File: src/rtl/wave_generator.sv
// Configurable saw/triangle/square waveform generator with clamped, overflow-free stepping.
// Generation runs only from the captured configuration, never from the raw config inputs.
module wave_generator #(
   parameter int N = 8
) (
   input  logic         clk,
   input  logic         rst,
   input  logic         ena,
   input  logic         load,
   input  logic [1:0]   mode,
   input  logic [N-1:0] step,
   input  logic [N-1:0] lo,
   input  logic [N-1:0] hi,
   output logic [N-1:0] out,
   output logic         dir_up,
   output logic         wrap,
   output logic         cfg_err
);

   typedef enum logic {
      DOWN = 1'b0,
      UP   = 1'b1
   } dir_t;

   localparam logic [1:0] SAW_UP   = 2'd0;
   localparam logic [1:0] SAW_DOWN = 2'd1;
   localparam logic [1:0] TRIANGLE = 2'd2;
   localparam logic [1:0] SQUARE   = 2'd3;

   logic [1:0]   mode_q, mode_d;
   logic [N-1:0] step_q, step_d;
   logic [N-1:0] lo_q, lo_d;
   logic [N-1:0] hi_q, hi_d;
   logic [N-1:0] phase_q, phase_d;
   logic [N-1:0] out_q, out_d;
   dir_t         dir_q, dir_d;
   logic         wrap_q, wrap_d;
   logic         err_q, err_d;

   logic [N-1:0] step_eff;
   logic [N:0]   sum_w;
   logic [N:0]   diff_w;
   logic [N-1:0] up_sat;
   logic [N-1:0] dn_sat;
   logic         bad_cfg;

   // Saturate a rising step at the upper bound; the extra bit catches carry-out.
   function automatic logic [N-1:0] sat_up(input logic [N:0] sum, input logic [N-1:0] bound);
      if (sum > {1'b0, bound})
         return bound;
      return sum[N-1:0];
   endfunction

   // Saturate a falling step at the lower bound; the extra bit flags a borrow.
   function automatic logic [N-1:0] sat_dn(input logic [N:0] diff, input logic [N-1:0] bound);
      if (diff[N] || (diff[N-1:0] < bound))
         return bound;
      return diff[N-1:0];
   endfunction

   assign step_eff = (step_q == '0) ? {{(N-1){1'b0}}, 1'b1} : step_q;
   assign sum_w    = {1'b0, phase_q} + {1'b0, step_eff};
   assign diff_w   = {1'b0, phase_q} - {1'b0, step_eff};
   assign up_sat   = sat_up(sum_w, hi_q);
   assign dn_sat   = sat_dn(diff_w, lo_q);
   assign bad_cfg  = (lo >= hi);

   always_comb begin
      mode_d  = mode_q;
      step_d  = step_q;
      lo_d    = lo_q;
      hi_d    = hi_q;
      phase_d = phase_q;
      out_d   = out_q;
      dir_d   = dir_q;
      wrap_d  = 1'b0;
      err_d   = err_q;

      if (load) begin
         mode_d = mode;
         step_d = step;
         lo_d   = lo;
         hi_d   = hi;
         err_d  = bad_cfg;
         if (!bad_cfg && mode == SAW_DOWN) begin
            phase_d = hi;
            dir_d   = DOWN;
         end else begin
            phase_d = lo;
            dir_d   = UP;
         end
         out_d = phase_d;
      end else if (err_q) begin
         phase_d = lo_q;
         out_d   = lo_q;
         dir_d   = UP;
      end else if (ena) begin
         case (mode_q)
            SAW_UP: begin
               dir_d = UP;
               if (phase_q == hi_q) begin
                  phase_d = lo_q;
                  wrap_d  = 1'b1;
               end else begin
                  phase_d = up_sat;
               end
            end
            SAW_DOWN: begin
               dir_d = DOWN;
               if (phase_q == lo_q) begin
                  phase_d = hi_q;
                  wrap_d  = 1'b1;
               end else begin
                  phase_d = dn_sat;
               end
            end
            default: begin
               if (dir_q == UP) begin
                  phase_d = up_sat;
                  if (up_sat == hi_q)
                     dir_d = DOWN;
               end else begin
                  phase_d = dn_sat;
                  if (dn_sat == lo_q) begin
                     dir_d  = UP;
                     wrap_d = 1'b1;
                  end
               end
            end
         endcase
         if (mode_q == SQUARE)
            out_d = (dir_d == UP) ? hi_q : lo_q;
         else
            out_d = phase_d;
      end
   end

   always_ff @(posedge clk) begin
      if (rst) begin
         mode_q  <= TRIANGLE;
         step_q  <= {{(N-1){1'b0}}, 1'b1};
         lo_q    <= '0;
         hi_q    <= '1;
         phase_q <= '0;
         out_q   <= '0;
         dir_q   <= UP;
         wrap_q  <= 1'b0;
         err_q   <= 1'b0;
      end else begin
         mode_q  <= mode_d;
         step_q  <= step_d;
         lo_q    <= lo_d;
         hi_q    <= hi_d;
         phase_q <= phase_d;
         out_q   <= out_d;
         dir_q   <= dir_d;
         wrap_q  <= wrap_d;
         err_q   <= err_d;
      end
   end

   assign out     = out_q;
   assign dir_up  = (dir_q == UP);
   assign wrap    = wrap_q;
   assign cfg_err = err_q;

endmodule

File: config.mk
export PLATFORM = sky130hd
export DESIGN_NAME = wave_generator
export DESIGN_NICKNAME = d
export VERILOG_FILES = /design/src/rtl/wave_generator.sv
export SDC_FILE = /design/constraint.sdc
export NUM_CORES = 1
export LEC_CHECK = 0
export CORE_UTILIZATION = 45
export DETAILED_ROUTE_END_ITERATION = 16
export SETUP_SLACK_MARGIN = 0.3
export SYNTH_ARGS = -nofsm -noshare
export SYNTH_HDL_FRONTEND = slang
export SYNTH_SLANG_ARGS = --single-unit
File: constraint.sdc
create_clock -name clk -period 6.5 [get_ports clk]
set_input_delay 1.95 -clock clk [delete_from_list [all_inputs] [get_ports clk]]
set_output_delay 1.95 -clock clk [all_outputs]
set_load 0.01 [all_outputs]
* Yosys cells after proc, flatten, opt, wreduce, memory -nomap -nowiden
Index checks and enable logic that the tools add are counted.
Storage, ports and cells: register bits after elaboration 45, bits in latches 0, RAM bits 0, ROM bits 0, input bits 30, output and inout port bits 11, word-level logic and storage cells 64, memories kept 0
Operators by class: add/subtract/negate cells 2, multipliers 0, div/mod/pow operators 0, $lt $le $gt $ge 3, equal/unequal tests 7, shifts and indexed selects 0, multiplexer cells 35, bitwise gates (word level) 1, reductions and logical operators 7
Operators by type and width (number):
- 8-bit 2-to-1 mux | 17
- 8-bit == test | 4
- 8-bit case mux with 2 select lines | 1
- 1-bit 2-to-1 mux | 15
- 8-bit by 8-bit adder with 9-bit output | 1
- 9-bit by 8-bit greater-than comparator with 1-bit output | 1
- 8-bit by 8-bit subtractor with 9-bit output | 1
- 8-bit greater-or-equal comparator | 1
- 8-bit logical NOT | 1
- 8-bit < comparator | 1
- 2-bit by 1-bit == test with 1-bit output, second input constant | 2
- 1-bit case mux with 2 select lines | 2
- 4-bit OR reduction | 1
- 3-bit nonzero test | 1
- 2-bit == test, second input constant | 1
- 2-bit logical NOT | 1
- 1-bit logical AND | 1
- 1-bit logical NOT | 1
- 1-bit logical OR | 1
- 1-bit inverter | 1

* Longest topological paths before layout
depth after elaboration 19, depth in mapped cells 20, mapped depth without buffers 19

* Worst setup path before layout
OpenSTA, ideal clock, no wires.
path kind reg2reg, start register step_q[1], end register out_q[7], in the netlist out[7], library setup time 0.127 ns, data arrival time 4.539 ns, data required time 6.373 ns, path slack 1.834 ns, stages on the path, launching flop included 20, buffers on the path 0, clock period less this slack 4.666 ns, path through dfxtp_1 -> inv_1 -> a41o_1 -> ha_1 -> fa_1 -> nor2b_1 -> o211a_4 -> o21ai_0 -> nand2_1 -> xnor2_1 -> ha_1 -> a2111oi_0 -> o21ai_0 -> o221a_2 -> or3_1 -> a32o_2 -> a222oi_1 -> nand2_1 -> a221oi_1 -> o22ai_1
On the way: longest elaborated chain between the ends 19, elaborated cells between the ends (all ways) 29, classes of those cells 2 x add/sub; 2 x order compare; 2 x eq/ne; 21 x mux; 2 x reduce/logical
Ends and longest elaborated chain:
- from (decl) | line 31 | logic [N-1:0] step_q, step_d;
- from (signal assigned) | line 141 | step_q <= {{(N-1){1'b0}}, 1'b1};
- from (signal assigned) | line 151 | step_q <= step_d;
- 8-bit logical NOT | line 61 | assign step_eff = (step_q == '0) ? {{(N-1){1'b0}}, 1'b1} : step_q;
- 8-bit 2-to-1 mux * | line 61
- 8-bit by 8-bit subtractor with 9-bit output | line 63 | assign diff_w = {1'b0, phase_q} - {1'b0, step_eff};
- 8-bit < comparator | line 56 | if (diff[N] || (diff[N-1:0] < bound))
- 1-bit logical OR | line 56
- 1-bit 2-to-1 mux | line 56
- 8-bit 2-to-1 mux | line 58 | return diff[N-1:0];
- 8-bit == test | line 124 | if (dn_sat == lo_q) begin
- [3 not listed]
- 1-bit 2-to-1 mux | line 97 | end else if (ena) begin
- 1-bit 2-to-1 mux | line 93 | end else if (err_q) begin
- 1-bit 2-to-1 mux | line 79 | if (load) begin
- 8-bit 2-to-1 mux | line 132 | out_d = (dir_d == UP) ? hi_q : lo_q;
- 8-bit 2-to-1 mux * | line 131 | if (mode_q == SQUARE)
- 8-bit 2-to-1 mux * | line 97
- 8-bit 2-to-1 mux * | line 93
- 8-bit 2-to-1 mux * | line 79
- to (signal assigned) | line 155 | out_q <= out_d;
- to (decl) | line 35 | logic [N-1:0] out_q, out_d;
Every way passes the cells marked *; elsewhere a longest branch is shown, timed or not. The select of a mux whose other input is x is not followed. A chain may end at the register's enable or synchronous reset.

* Final worst setup path
start register step_q[1], end register out_q[1], in the netlist out[1]
The elaborated chain is that of the path after synthesis.

==> results.sh <==
export IMPL_die_height_microns=102
export IMPL_synth_ff_type="dfxtp_1"
export IMPL_clock_latency_ps=300
export IMPL_grt_pass1_wl_microns=23800
export IMPL_htreeDepth=2
export IMPL_rsz0062_at_grt="no"
export IMPL_seqCellArea_sq_um=901
export IMPL_dr_max_layer_used="met4"
export IMPL_clkSinkCount=45
export IMPL_cts_root_buffer="clkbuf_8"
export IMPL_slew_limit_headroom=0.309
export IMPL_fin_skew_ps=10.2
export IMPL_postCtsSetupRepairBufs=0
export IMPL_firstDrtPassIters=5
export IMPL_path_class="reg -> reg"
export IMPL_grt_antenna_before_repair=0
export IMPL_synth_cell_types=74
export IMPL_synthArstFlopShare=0
export IMPL_placed_area_sq_um=4880
export IMPL_grt_overflow_total=0
export IMPL_synth_edff_count=0
export IMPL_grt_pass1_vias=4328
export IMPL_critPathMaxFanout=8
export IMPL_seq_area_frac_synth=0.201
export IMPL_avgSynthCellArea_sq_um=7.73
export IMPL_hold_viol_final=0
export IMPL_globalplace_congestion=0.965
export IMPL_hold_buffers=0
export IMPL_finalNetCount=658
export IMPL_post_route_period_util=0.859
export IMPL_cts_tree="done"
export IMPL_die_width_microns=102
export IMPL_tns_ps=0
export IMPL_wl_met3_microns=955
export IMPL_mostFrequentLayoutCells="57 x nor2_1, 49 x nand2_1, 45 x dfxtp_1"
export IMPL_stdcell_count=719
export IMPL_setup_violations_final=0
export IMPL_clockBufferDepth=2
export IMPL_viasPerCell=6.16
export IMPL_drive_above_1_share=0.0546
export IMPL_yosysWarnings=0
export IMPL_core_area_sq_um=9680
export IMPL_dieArea_sq_um=10300
export IMPL_start_kind="register"
export IMPL_placed_cells=712
export IMPL_postRouteWirelength_microns=15000
export IMPL_status="completed"
export IMPL_antennaDiodeCount=0
export IMPL_fillCellCount=962
export IMPL_netlist_area_sq_um=4470
export IMPL_path_cells="inv_1 > a41o_1 > ha_1 > fa_1 > nor2b_1 > o211a_4 > o21ai_0 > nand2_1 > xnor2_1 > ha_1 > a2111oi_0 > o21ai_0 > o221a_2 > or3_1 > a32o_2 > a222oi_1 > nand2_1 > a221oi_1 > o22ai_1"
export IMPL_io_buffers=40
export IMPL_cpMaxStageDelayCell="dfxtp_1"
export IMPL_end_kind="register"
export IMPL_vdd_drop_max_mv=0.115
export IMPL_vias=4428
export IMPL_pin_count=41
export IMPL_synth_nets=651
export IMPL_max_stage_delay_ps=420
export IMPL_powerDensity_nw_per_um2=221
export IMPL_drc=0
export IMPL_ys_top_cells_by_area="dfxtp_1 20%, ha_1 11%, xnor2_1 6.3%, mux2i_1 5.8%, nor2_1 4.8%"
export IMPL_ant_nets=0
export IMPL_max_cap_viol_count=0
export IMPL_synth_ff_latch_count=45
export IMPL_leakagePower_nw=2.06
export IMPL_fin_crit_ps=5590
export IMPL_holdCritPathClass="reg -> reg"
export IMPL_tightest_slew_ps=1040
export IMPL_fmax_mhz=179
export IMPL_setup_slack_ps=914
export IMPL_num_rows=36
export IMPL_crit_required_ps=6690
export IMPL_postCtsResizedCells=0
export IMPL_multiInputGateArea_sq_um=3230
export IMPL_place_ws_ps=1100
export IMPL_drtIter0Drc=422
export IMPL_hpwl_microns=11500
export IMPL_synthToLayoutAreaGrowth_pct=11.5
export IMPL_clk_pin_slew_ps=90
export IMPL_synth_top_area_frac=0.201
export IMPL_netlist_instances=579
export IMPL_grt_max_degree=45
export IMPL_drv_slew=0
export IMPL_layout_commonest_cell="nor2_1"
export IMPL_initial_core_util=0.462
export IMPL_numCtsBuffers=5
export IMPL_wl_per_cell_microns=20.8
export IMPL_met1_length_microns=6480
export IMPL_design_area_sq_um=4990
export IMPL_route_met2_wl_microns=6850
export IMPL_grt_usage=0.306
export IMPL_cp_arrival_ps=5770
export IMPL_synth_top_cell_by_area="dfxtp_1"
[final cells by class]
class	instances	area share
inverter	46	0.0346
timing repair buffer	43	0.0838
clock buffer	5	0.0138
multi-input combinational	445	0.647
clock inverter	2	0.00702
sequential	45	0.181
tap	133	0.0334
[synthesized netlist by cell type (all sizes together), types with 6 or more instances]
cell,n
nor4,8
xnor2,32
mux2i,26
nand2,49
inv,45
o22ai,6
nand2b,9
dfxtp,45
a221oi,10
nor2,57
a211oi,9
o211ai,13
nand3,7
a222oi,7
a21oi,25
xor2,6
clkbuf,38
o21ai,33
mux2,9
nor2b,6
nor3,8
nand4,11
ha,40
[cell families (layout without fill, tap and decap cells)]
| family | Yosys count | count (layout) | share of synthesized area |
|---|---|---|---|
| flops | 45 | 45 | 0.201 |
| buf+inv | 89 | 96 | 0.0772 |
| fa+ha+maj | 42 | 42 | 0.121 |
| xor+xnor | 39 | 39 | 0.0794 |
| mux | 35 | 35 | 0.0808 |
| compound gates | 158 | 158 | 0.260 |
| simple gates | 171 | 171 | 0.180 |
[critical path, delay by kind of cell (launching register included)]
kind,cells,cell delay (ps)
fa+ha+maj,3,960
compound gates,10,2830
simple gates,4,840
flops,1,420
xor+xnor,1,300
buf+inv,1,130
[registers in the layout, summed over array words and instances (netlist names)]
register  count
wrap          1
hi_q          8
phase_q       8
cfg_err       1
lo_q          8
dir_up        1
mode_q        2
out           8
step_q        8
[metal layers]
| layer | global-route usage | up-vias |
|---|---|---|
| li1 | - | 2114 |
| met1 | 0.395 | 2080 |
| met2 | 0.505 | 185 |
| met3 | 0.0380 | 49 |
| met4 | 0.147 | 0 |
| met5 | 0 | - |
[worst paths after layout]
path,startpoint,to,slack (ps),depth (start not counted)
setup / recovery,step_q[1]$_SDFFE_PP0P_,out[1]$_SDFFE_PP0P_,910,19
setup reg to reg,step_q[1]$_SDFFE_PP0P_,out[1]$_SDFFE_PP0P_,910,19
hold reg to reg,step_q[0]$_SDFFE_PP1P_,step_q[0]$_SDFFE_PP1P_,530,2
hold / removal,step_q[0]$_SDFFE_PP1P_,step_q[0]$_SDFFE_PP1P_,530,2
[per-stage QoR]
| step | total power [W] | hold WS [ps] | utilization |
|---|---|---|---|
| after CTS | 0.00109 | 539 | 0.515 |
| final | 0.00110 | 529 | 0.515 |
| after global placement | 0.000877 | 504 | 0.504 |
| after detailed placement | 0.000883 | 517 | 0.504 |
| after global routing | 0.00117 | 568 | 0.515 |
| after floorplan | 0.000725 | 444 | - |
[report_power, final]
part | switching, W | leakage (nW) | total (W) | internal [W]
Sequential | 0.0000518 | 0.373 | 0.000351 | 0.000300
Clock | 0.0000995 | 0.0540 | 0.000211 | 0.000112
Combinational | 0.000304 | 1.64 | 0.000540 | 0.000236
Total | 0.000455 | 2.06 | 0.00110 | 0.000648
No activity file was read; power rests on OpenSTA's default activity.
